==> src/rtl/i2c_slave_byte_ctrl.sv <==
// rtl/i2c_slave_byte_ctrl.sv - I2C target byte engine: START/STOP decode, address match, RX/TX shifting, SCL stretch
module i2c_slave_byte_ctrl #(
  parameter int SYNC_STAGES = 2
) (
  input  logic       clk_i,
  input  logic       rst_n_i,
  input  logic       ena_i,
  input  logic [6:0] addr_i,
  input  logic       nack_i,
  input  logic [7:0] tx_dat_i,
  input  logic       tx_valid_i,
  output logic       tx_ready_o,
  output logic [7:0] rx_dat_o,
  output logic       rx_valid_o,
  output logic       sel_o,
  output logic       rw_o,
  output logic       busy_o,
  output logic       rxack_o,
  output logic       stop_o,
  input  logic       scl_i,
  input  logic       sda_i,
  output logic       scl_o,
  output logic       sda_o,
  output logic       scl_dir_o,
  output logic       sda_dir_o
);

  typedef enum logic [3:0] {
    IDLE, ADDR, ADDR_ACK, RX, RX_ACK, TX_LOAD, TX, TX_ACK, WAIT_STOP
  } state_t;

  state_t state, state_nxt;

  logic [SYNC_STAGES-1:0] scl_sync, sda_sync;
  logic       scl_q, sda_q;
  logic       scl_s, sda_s, scl_rise, scl_fall, start_det, stop_det;
  logic [7:0] byte_in;

  logic [2:0] bit_cnt, bit_cnt_nxt;
  logic [7:0] shreg, shreg_nxt;
  logic       ack_due, ack_due_nxt;
  logic       nack_q, nack_q_nxt;
  logic [7:0] rx_dat_nxt;
  logic       rx_valid_nxt, sel_nxt, rw_nxt, busy_nxt, rxack_nxt, stop_nxt;
  logic       scl_dir_nxt, sda_dir_nxt;

  // Synchronizer chain plus one history flop; idle bus level is high.
  always_ff @(posedge clk_i or negedge rst_n_i) begin
    if (!rst_n_i) begin
      scl_sync <= '1;
      sda_sync <= '1;
      scl_q    <= 1'b1;
      sda_q    <= 1'b1;
    end else begin
      scl_sync <= {scl_sync[SYNC_STAGES-2:0], scl_i};
      sda_sync <= {sda_sync[SYNC_STAGES-2:0], sda_i};
      scl_q    <= scl_sync[SYNC_STAGES-1];
      sda_q    <= sda_sync[SYNC_STAGES-1];
    end
  end

  assign scl_s     = scl_sync[SYNC_STAGES-1];
  assign sda_s     = sda_sync[SYNC_STAGES-1];
  assign scl_rise  = scl_s & ~scl_q;
  assign scl_fall  = ~scl_s & scl_q;
  assign start_det = scl_s & scl_q & sda_q & ~sda_s;
  assign stop_det  = scl_s & scl_q & ~sda_q & sda_s;
  assign byte_in   = {shreg[6:0], sda_s};

  assign tx_ready_o = ena_i & (state == TX_LOAD);
  assign scl_o      = 1'b0;
  assign sda_o      = 1'b0;

  always_ff @(posedge clk_i or negedge rst_n_i) begin
    if (!rst_n_i) begin
      state      <= IDLE;
      bit_cnt    <= 3'd0;
      shreg      <= 8'd0;
      ack_due    <= 1'b0;
      nack_q     <= 1'b0;
      rx_dat_o   <= 8'd0;
      rx_valid_o <= 1'b0;
      sel_o      <= 1'b0;
      rw_o       <= 1'b0;
      busy_o     <= 1'b0;
      rxack_o    <= 1'b0;
      stop_o     <= 1'b0;
      scl_dir_o  <= 1'b0;
      sda_dir_o  <= 1'b0;
    end else begin
      state      <= state_nxt;
      bit_cnt    <= bit_cnt_nxt;
      shreg      <= shreg_nxt;
      ack_due    <= ack_due_nxt;
      nack_q     <= nack_q_nxt;
      rx_dat_o   <= rx_dat_nxt;
      rx_valid_o <= rx_valid_nxt;
      sel_o      <= sel_nxt;
      rw_o       <= rw_nxt;
      busy_o     <= busy_nxt;
      rxack_o    <= rxack_nxt;
      stop_o     <= stop_nxt;
      scl_dir_o  <= scl_dir_nxt;
      sda_dir_o  <= sda_dir_nxt;
    end
  end

  always_comb begin
    state_nxt    = state;
    bit_cnt_nxt  = bit_cnt;
    shreg_nxt    = shreg;
    ack_due_nxt  = ack_due;
    nack_q_nxt   = nack_q;
    rx_dat_nxt   = rx_dat_o;
    rx_valid_nxt = 1'b0;
    sel_nxt      = sel_o;
    rw_nxt       = rw_o;
    busy_nxt     = busy_o;
    rxack_nxt    = rxack_o;
    stop_nxt     = 1'b0;
    scl_dir_nxt  = scl_dir_o;
    sda_dir_nxt  = sda_dir_o;

    if (!ena_i) begin
      state_nxt   = IDLE;
      bit_cnt_nxt = 3'd0;
      ack_due_nxt = 1'b0;
      sel_nxt     = 1'b0;
      rw_nxt      = 1'b0;
      busy_nxt    = 1'b0;
      rxack_nxt   = 1'b0;
      scl_dir_nxt = 1'b0;
      sda_dir_nxt = 1'b0;
    end else if (start_det) begin
      state_nxt   = ADDR;
      bit_cnt_nxt = 3'd0;
      ack_due_nxt = 1'b0;
      sel_nxt     = 1'b0;
      busy_nxt    = 1'b1;
      scl_dir_nxt = 1'b0;
      sda_dir_nxt = 1'b0;
    end else if (stop_det) begin
      state_nxt   = IDLE;
      bit_cnt_nxt = 3'd0;
      ack_due_nxt = 1'b0;
      stop_nxt    = sel_o;
      sel_nxt     = 1'b0;
      busy_nxt    = 1'b0;
      scl_dir_nxt = 1'b0;
      sda_dir_nxt = 1'b0;
    end else begin
      case (state)
        ADDR: begin
          if (scl_rise) begin
            shreg_nxt   = byte_in;
            bit_cnt_nxt = bit_cnt + 3'd1;
            if (bit_cnt == 3'd7) begin
              if (byte_in[7:1] == addr_i) begin
                rw_nxt      = byte_in[0];
                ack_due_nxt = 1'b1;
              end else begin
                state_nxt = WAIT_STOP;
              end
            end
          end else if (scl_fall && ack_due) begin
            ack_due_nxt = 1'b0;
            sda_dir_nxt = 1'b1;
            sel_nxt     = 1'b1;
            state_nxt   = ADDR_ACK;
          end
        end
        ADDR_ACK: begin
          if (scl_fall) begin
            sda_dir_nxt = 1'b0;
            state_nxt   = rw_o ? TX_LOAD : RX;
          end
        end
        RX: begin
          if (scl_rise) begin
            shreg_nxt   = byte_in;
            bit_cnt_nxt = bit_cnt + 3'd1;
            if (bit_cnt == 3'd7) begin
              rx_dat_nxt   = byte_in;
              rx_valid_nxt = 1'b1;
              nack_q_nxt   = nack_i;
              ack_due_nxt  = 1'b1;
            end
          end else if (scl_fall && ack_due) begin
            ack_due_nxt = 1'b0;
            if (nack_q) begin
              state_nxt = WAIT_STOP;
            end else begin
              sda_dir_nxt = 1'b1;
              state_nxt   = RX_ACK;
            end
          end
        end
        RX_ACK: begin
          if (scl_fall) begin
            sda_dir_nxt = 1'b0;
            state_nxt   = RX;
          end
        end
        TX_LOAD: begin
          // SCL is held low here until the front-end supplies a byte.
          if (tx_valid_i) begin
            shreg_nxt   = tx_dat_i;
            sda_dir_nxt = ~tx_dat_i[7];
            scl_dir_nxt = 1'b0;
            bit_cnt_nxt = 3'd0;
            state_nxt   = TX;
          end else begin
            scl_dir_nxt = 1'b1;
          end
        end
        TX: begin
          if (scl_fall) begin
            if (bit_cnt == 3'd7) begin
              sda_dir_nxt = 1'b0;
              bit_cnt_nxt = 3'd0;
              ack_due_nxt = 1'b0;
              state_nxt   = TX_ACK;
            end else begin
              bit_cnt_nxt = bit_cnt + 3'd1;
              shreg_nxt   = {shreg[6:0], 1'b0};
              sda_dir_nxt = ~shreg[6];
            end
          end
        end
        TX_ACK: begin
          if (scl_rise) begin
            rxack_nxt = sda_s;
            if (sda_s) state_nxt = WAIT_STOP;
            else ack_due_nxt = 1'b1;
          end else if (scl_fall && ack_due) begin
            ack_due_nxt = 1'b0;
            state_nxt   = TX_LOAD;
          end
        end
        default: ;
      endcase
    end
  end

endmodule

==> config.mk <==
export PLATFORM = sky130hd
export DESIGN_NAME = i2c_slave_byte_ctrl
export DESIGN_NICKNAME = d
export VERILOG_FILES = /design/src/rtl/i2c_slave_byte_ctrl.sv
export SDC_FILE = /design/constraint.sdc
export NUM_CORES = 1
export LEC_CHECK = 0
export ABC_AREA = 1
export BUFFER_PORTS_ARGS = -buffer_cell sky130_fd_sc_hd__clkbuf_2
export CAP_MARGIN = 20
export CORE_ASPECT_RATIO = 0.9
export CORE_MARGIN = 2
export CORE_UTILIZATION = 55
export CTS_CLUSTER_DIAMETER = 150
export DETAILED_ROUTE_END_ITERATION = 7
export GPL_TIMING_DRIVEN = 0
export PLACE_DENSITY = 0.84
export SLEW_MARGIN = 20
export SYNTH_ARGS = -nofsm -noshare
export SYNTH_HDL_FRONTEND = slang
export SYNTH_SLANG_ARGS = --single-unit
==> constraint.sdc <==
create_clock -name clk_i -period 1.72 [get_ports clk_i]
set_input_delay 0.258 -clock clk_i [delete_from_list [all_inputs] [get_ports clk_i]]
set_output_delay 0.258 -clock clk_i [all_outputs]
set_load 0.01 [all_outputs]
==> results.json <==
{
  "worst_skew_pair.late_latency_ns": 0.30,
  "cts_inserted_buffers": 5,
  "multiInputGateArea_sq_um": 1380,
  "synth.distinct_cells": 31,
  "num_antenna_cells": 0,
  "pwr_per_cell_area_nw_per_um2": 899,
  "timing_worst_setup_path_type": "reg -> reg",
  "cts_tree": "done",
  "grt_pass1_vias": 2151,
  "crit_path_end_kind": "flip-flop",
  "fin_skew_ns": 0.00432,
  "initial_core_util": 0.574,
  "power_leakage_uw": 0.00162,
  "final-hold-violation-count": 0,
  "track_usage": 0.262,
  "synth_top_area_cell": "dfrtp_1",
  "fmax_ghz": 0.571,
  "syn2layout_area_growth_pct": 29.8,
  "sequential_cell_area_sq_um": 958,
  "layout-drive-gt1-share": 0.335,
  "synth_common_cells": "nand2_1, nor2_1, inv_1, dfrtp_1, o21ai_0",
  "synth.most_common_cell": "nand2_1",
  "detailroute.via_count": 2447,
  "wire_length_of_the_first_global_routing_pass_microns": 9590,
  "grt_util_met3": 0.0488,
  "wl_per_cell_microns": 14.6,
  "core_region_area_sq_um": 4100,
  "synth.top_cells.by_area": "dfrtp_1, nand2_1, dfstp_2",
  "cp.required_ns": 1.91,
  "final_util": 0.744,
  "synth-edff-count": 0,
  "synthesis.yosys.warnings": 0,
  "detail_route.drc_violations": 0,
  "antenna_found_initial": 0,
  "period_minus_slack_ns": 1.75,
  "grt.overflow.total": 0,
  "startpoint_type": "flip-flop",
  "timing.critical_path.fanout_max": 5,
  "cts_sinks": 38,
  "actual_transition_at_the_worst_max_transition_pin_ns": 0.931,
  "ys_ff_latch": 38,
  "root_buffer": "clkbuf_8",
  "dieArea_sq_um": 4820,
  "clkTransAtPathRegs_ns": 0.07,
  "place_congestion": 0.928,
  "die-width_microns": 72.9,
  "fin_total_pwr_uw": 2750,
  "dp.final_hpwl_microns": 4440,
  "drv_slew": 0,
  "final_clock_period_utilization_by_the_worst_path": 1.02,
  "synth_top_cell_area_share": 0.340,
  "share_of_async_settable_or_async_resettable_flops_after_synthesis": 1.00,
  "row_count": 22,
  "gr-usage-met2": 0.419,
  "grtUsageMet1": 0.359,
  "wl_microns": 6550,
  "setup_ws_ns": -0.0319,
  "avg_inst_size_synth_sq_um": 7.04,
  "synth-seq-area-share": 0.407,
  "io_buffer_count": 37,
  "unrepaired_setup_endpoints_after_global_routing": "yes",
  "outcome": "complete, but fails checks",
  "timing.max_slew.rel_slack": 0.380,
  "place_inst": 420,
  "postSynth.topFlopCell": "dfrtp_1",
  "dp_worst_setup_slack_ns": -0.0106,
  "final-instance-count-excl-fill": 448,
  "drtAntennaViolNets": 0,
  "cts_buffer_depth": 2,
  "postCtsHoldBufs": 0,
  "power.ir.vdd_worst_mv": 0.617,
  "htree_levels": 2,
  "dr.first_iter.drc_count": 187,
  "cap_viol_max_count": 0,
  "grt_busiest_layer": "met2",
  "die-height_microns": 66.0,
  "worstHoldPathType": "in -> reg",
  "grt_start_max_net_pins": 39,
  "nNetsFinal": 424,
  "finalSetupViolCount": 5,
  "synthesis.area_sq_um": 2350,
  "num_io_pins": 41,
  "avgViaCountPerCell": 5.46,
  "filler_cell_count": 331,
  "post_synth_inst_count": 334,
  "drtPass1Iterations": 4,
  "failed_checks": "negative setup slack",
  "worst-endpoint-arrival_ns": 1.95
}
## stage by stage
| step | setup TNS (ns) | hold slack [ns] | cell area [sq um] |
|---|---|---|---|
| finish | -0.108 | 0.0368 | 3050 |
| floorplan | 0 | -0.0376 | 2360 |
| global route | -0.836 | 0.0254 | 3050 |
| CTS | 0 | 0.0399 | 2740 |
| global placement | -0.0125 | 0.346 | 2600 |
| detailed placement | -0.0163 | 0.348 | 2600 |
## state kept, by name (all words and copies together), names as in the netlist, 2 cells and up
name	flops
rx_dat_o	8
bit_cnt	3
sda_sync	2
shreg	7
scl_sync	2
state	4
## final cells by class
class / count / area share
tap: 48 / 0.0197
buffer: 6 / 0.0143
clock inverter: 1 / 0.00984
multi-input combinational: 252 / 0.452
sequential: 38 / 0.314
clock buffer: 6 / 0.0270
timing repair buffer: 59 / 0.115
inverter: 38 / 0.0484
## metal layers
metal | vias to the layer above | share of wire
met5 | - | 0
met4 | 0 | 0.030
met3 | 25 | 0.067
met2 | 89 | 0.48
met1 | 1136 | 0.42
li1 | 1197 | -
## worst max-delay path: stages (launching register included)
cell and delay (ns):
dfstp_2 0.62, inv_1 0.15, a21oi_4 0.20, nand3_1 0.11, nor2_1 0.19, nor2_1 0.08, nand2_1 0.11, nor2_4 0.05
nand3_1 0.08, nand2_1 0.05
## placed cells by master, fill, tap and decap left out, types with 3 or more instances in the layout
cell type and instances:
nor3_1 5, buf_4 25, nand2_4 6, dfrtp_1 32, a21oi_1 18, clkbuf_8 6, nor2_1 28, nand3_1 15
dfstp_2 6, nand4_1 3, nand2_1 93, clkbuf_2 37, o21ai_1 13, inv_2 4, o21ai_0 17, nor2_2 11
nor2_4 13, nand3_2 5, inv_1 32, nand2_2 7
## kinds of logic after synthesis
family,Yosys count,share of synthesized area
buffers and inverters,45,0.0824
AO/OA/AOI/OAI,55,0.122
other,1,0.00159
AND/OR/NAND/NOR,192,0.372
flip-flops,38,0.407
adder cells (fa/ha/maj),2,0.0106
XOR/XNOR,1,0.00372
## power breakdown
| part | leakage (uW) | internal, uW | total, uW | switching [uW] |
|---|---|---|---|---|
| Combinational | 0.00110 | 314 | 894 | 579 |
| Clock | 0.0000573 | 464 | 784 | 320 |
| Sequential | 0.000468 | 990 | 1070 | 77.6 |
## worst paths after layout
| path | slack, ns | start | endpoint | cells after the start |
|---|---|---|---|---|
| setup / recovery | -0.03 | scl_sync[1] | state[2] | 9 |
| hold / removal | 0.04 | scl_i | scl_sync[0] | 1 |
| setup reg to reg | -0.03 | scl_sync[1] | state[2] | 9 |
| hold reg to reg | 0.36 | sda_sync[0] | sda_sync[1] | 0 |
| max in group asynchronous | 1.05 | rst_n_i | sel_o | 1 |
| min in group asynchronous | 0.09 | rst_n_i | rx_dat_o[2] | 1 |
## what timing repair did
item,in CTS,in global routing
resized for setup,4,49
endpoints found under the setup margin,9,25
buffers inserted,2,20
pin swaps,0,21
gates cloned,0,0
(Power assumes the default switching activity.)
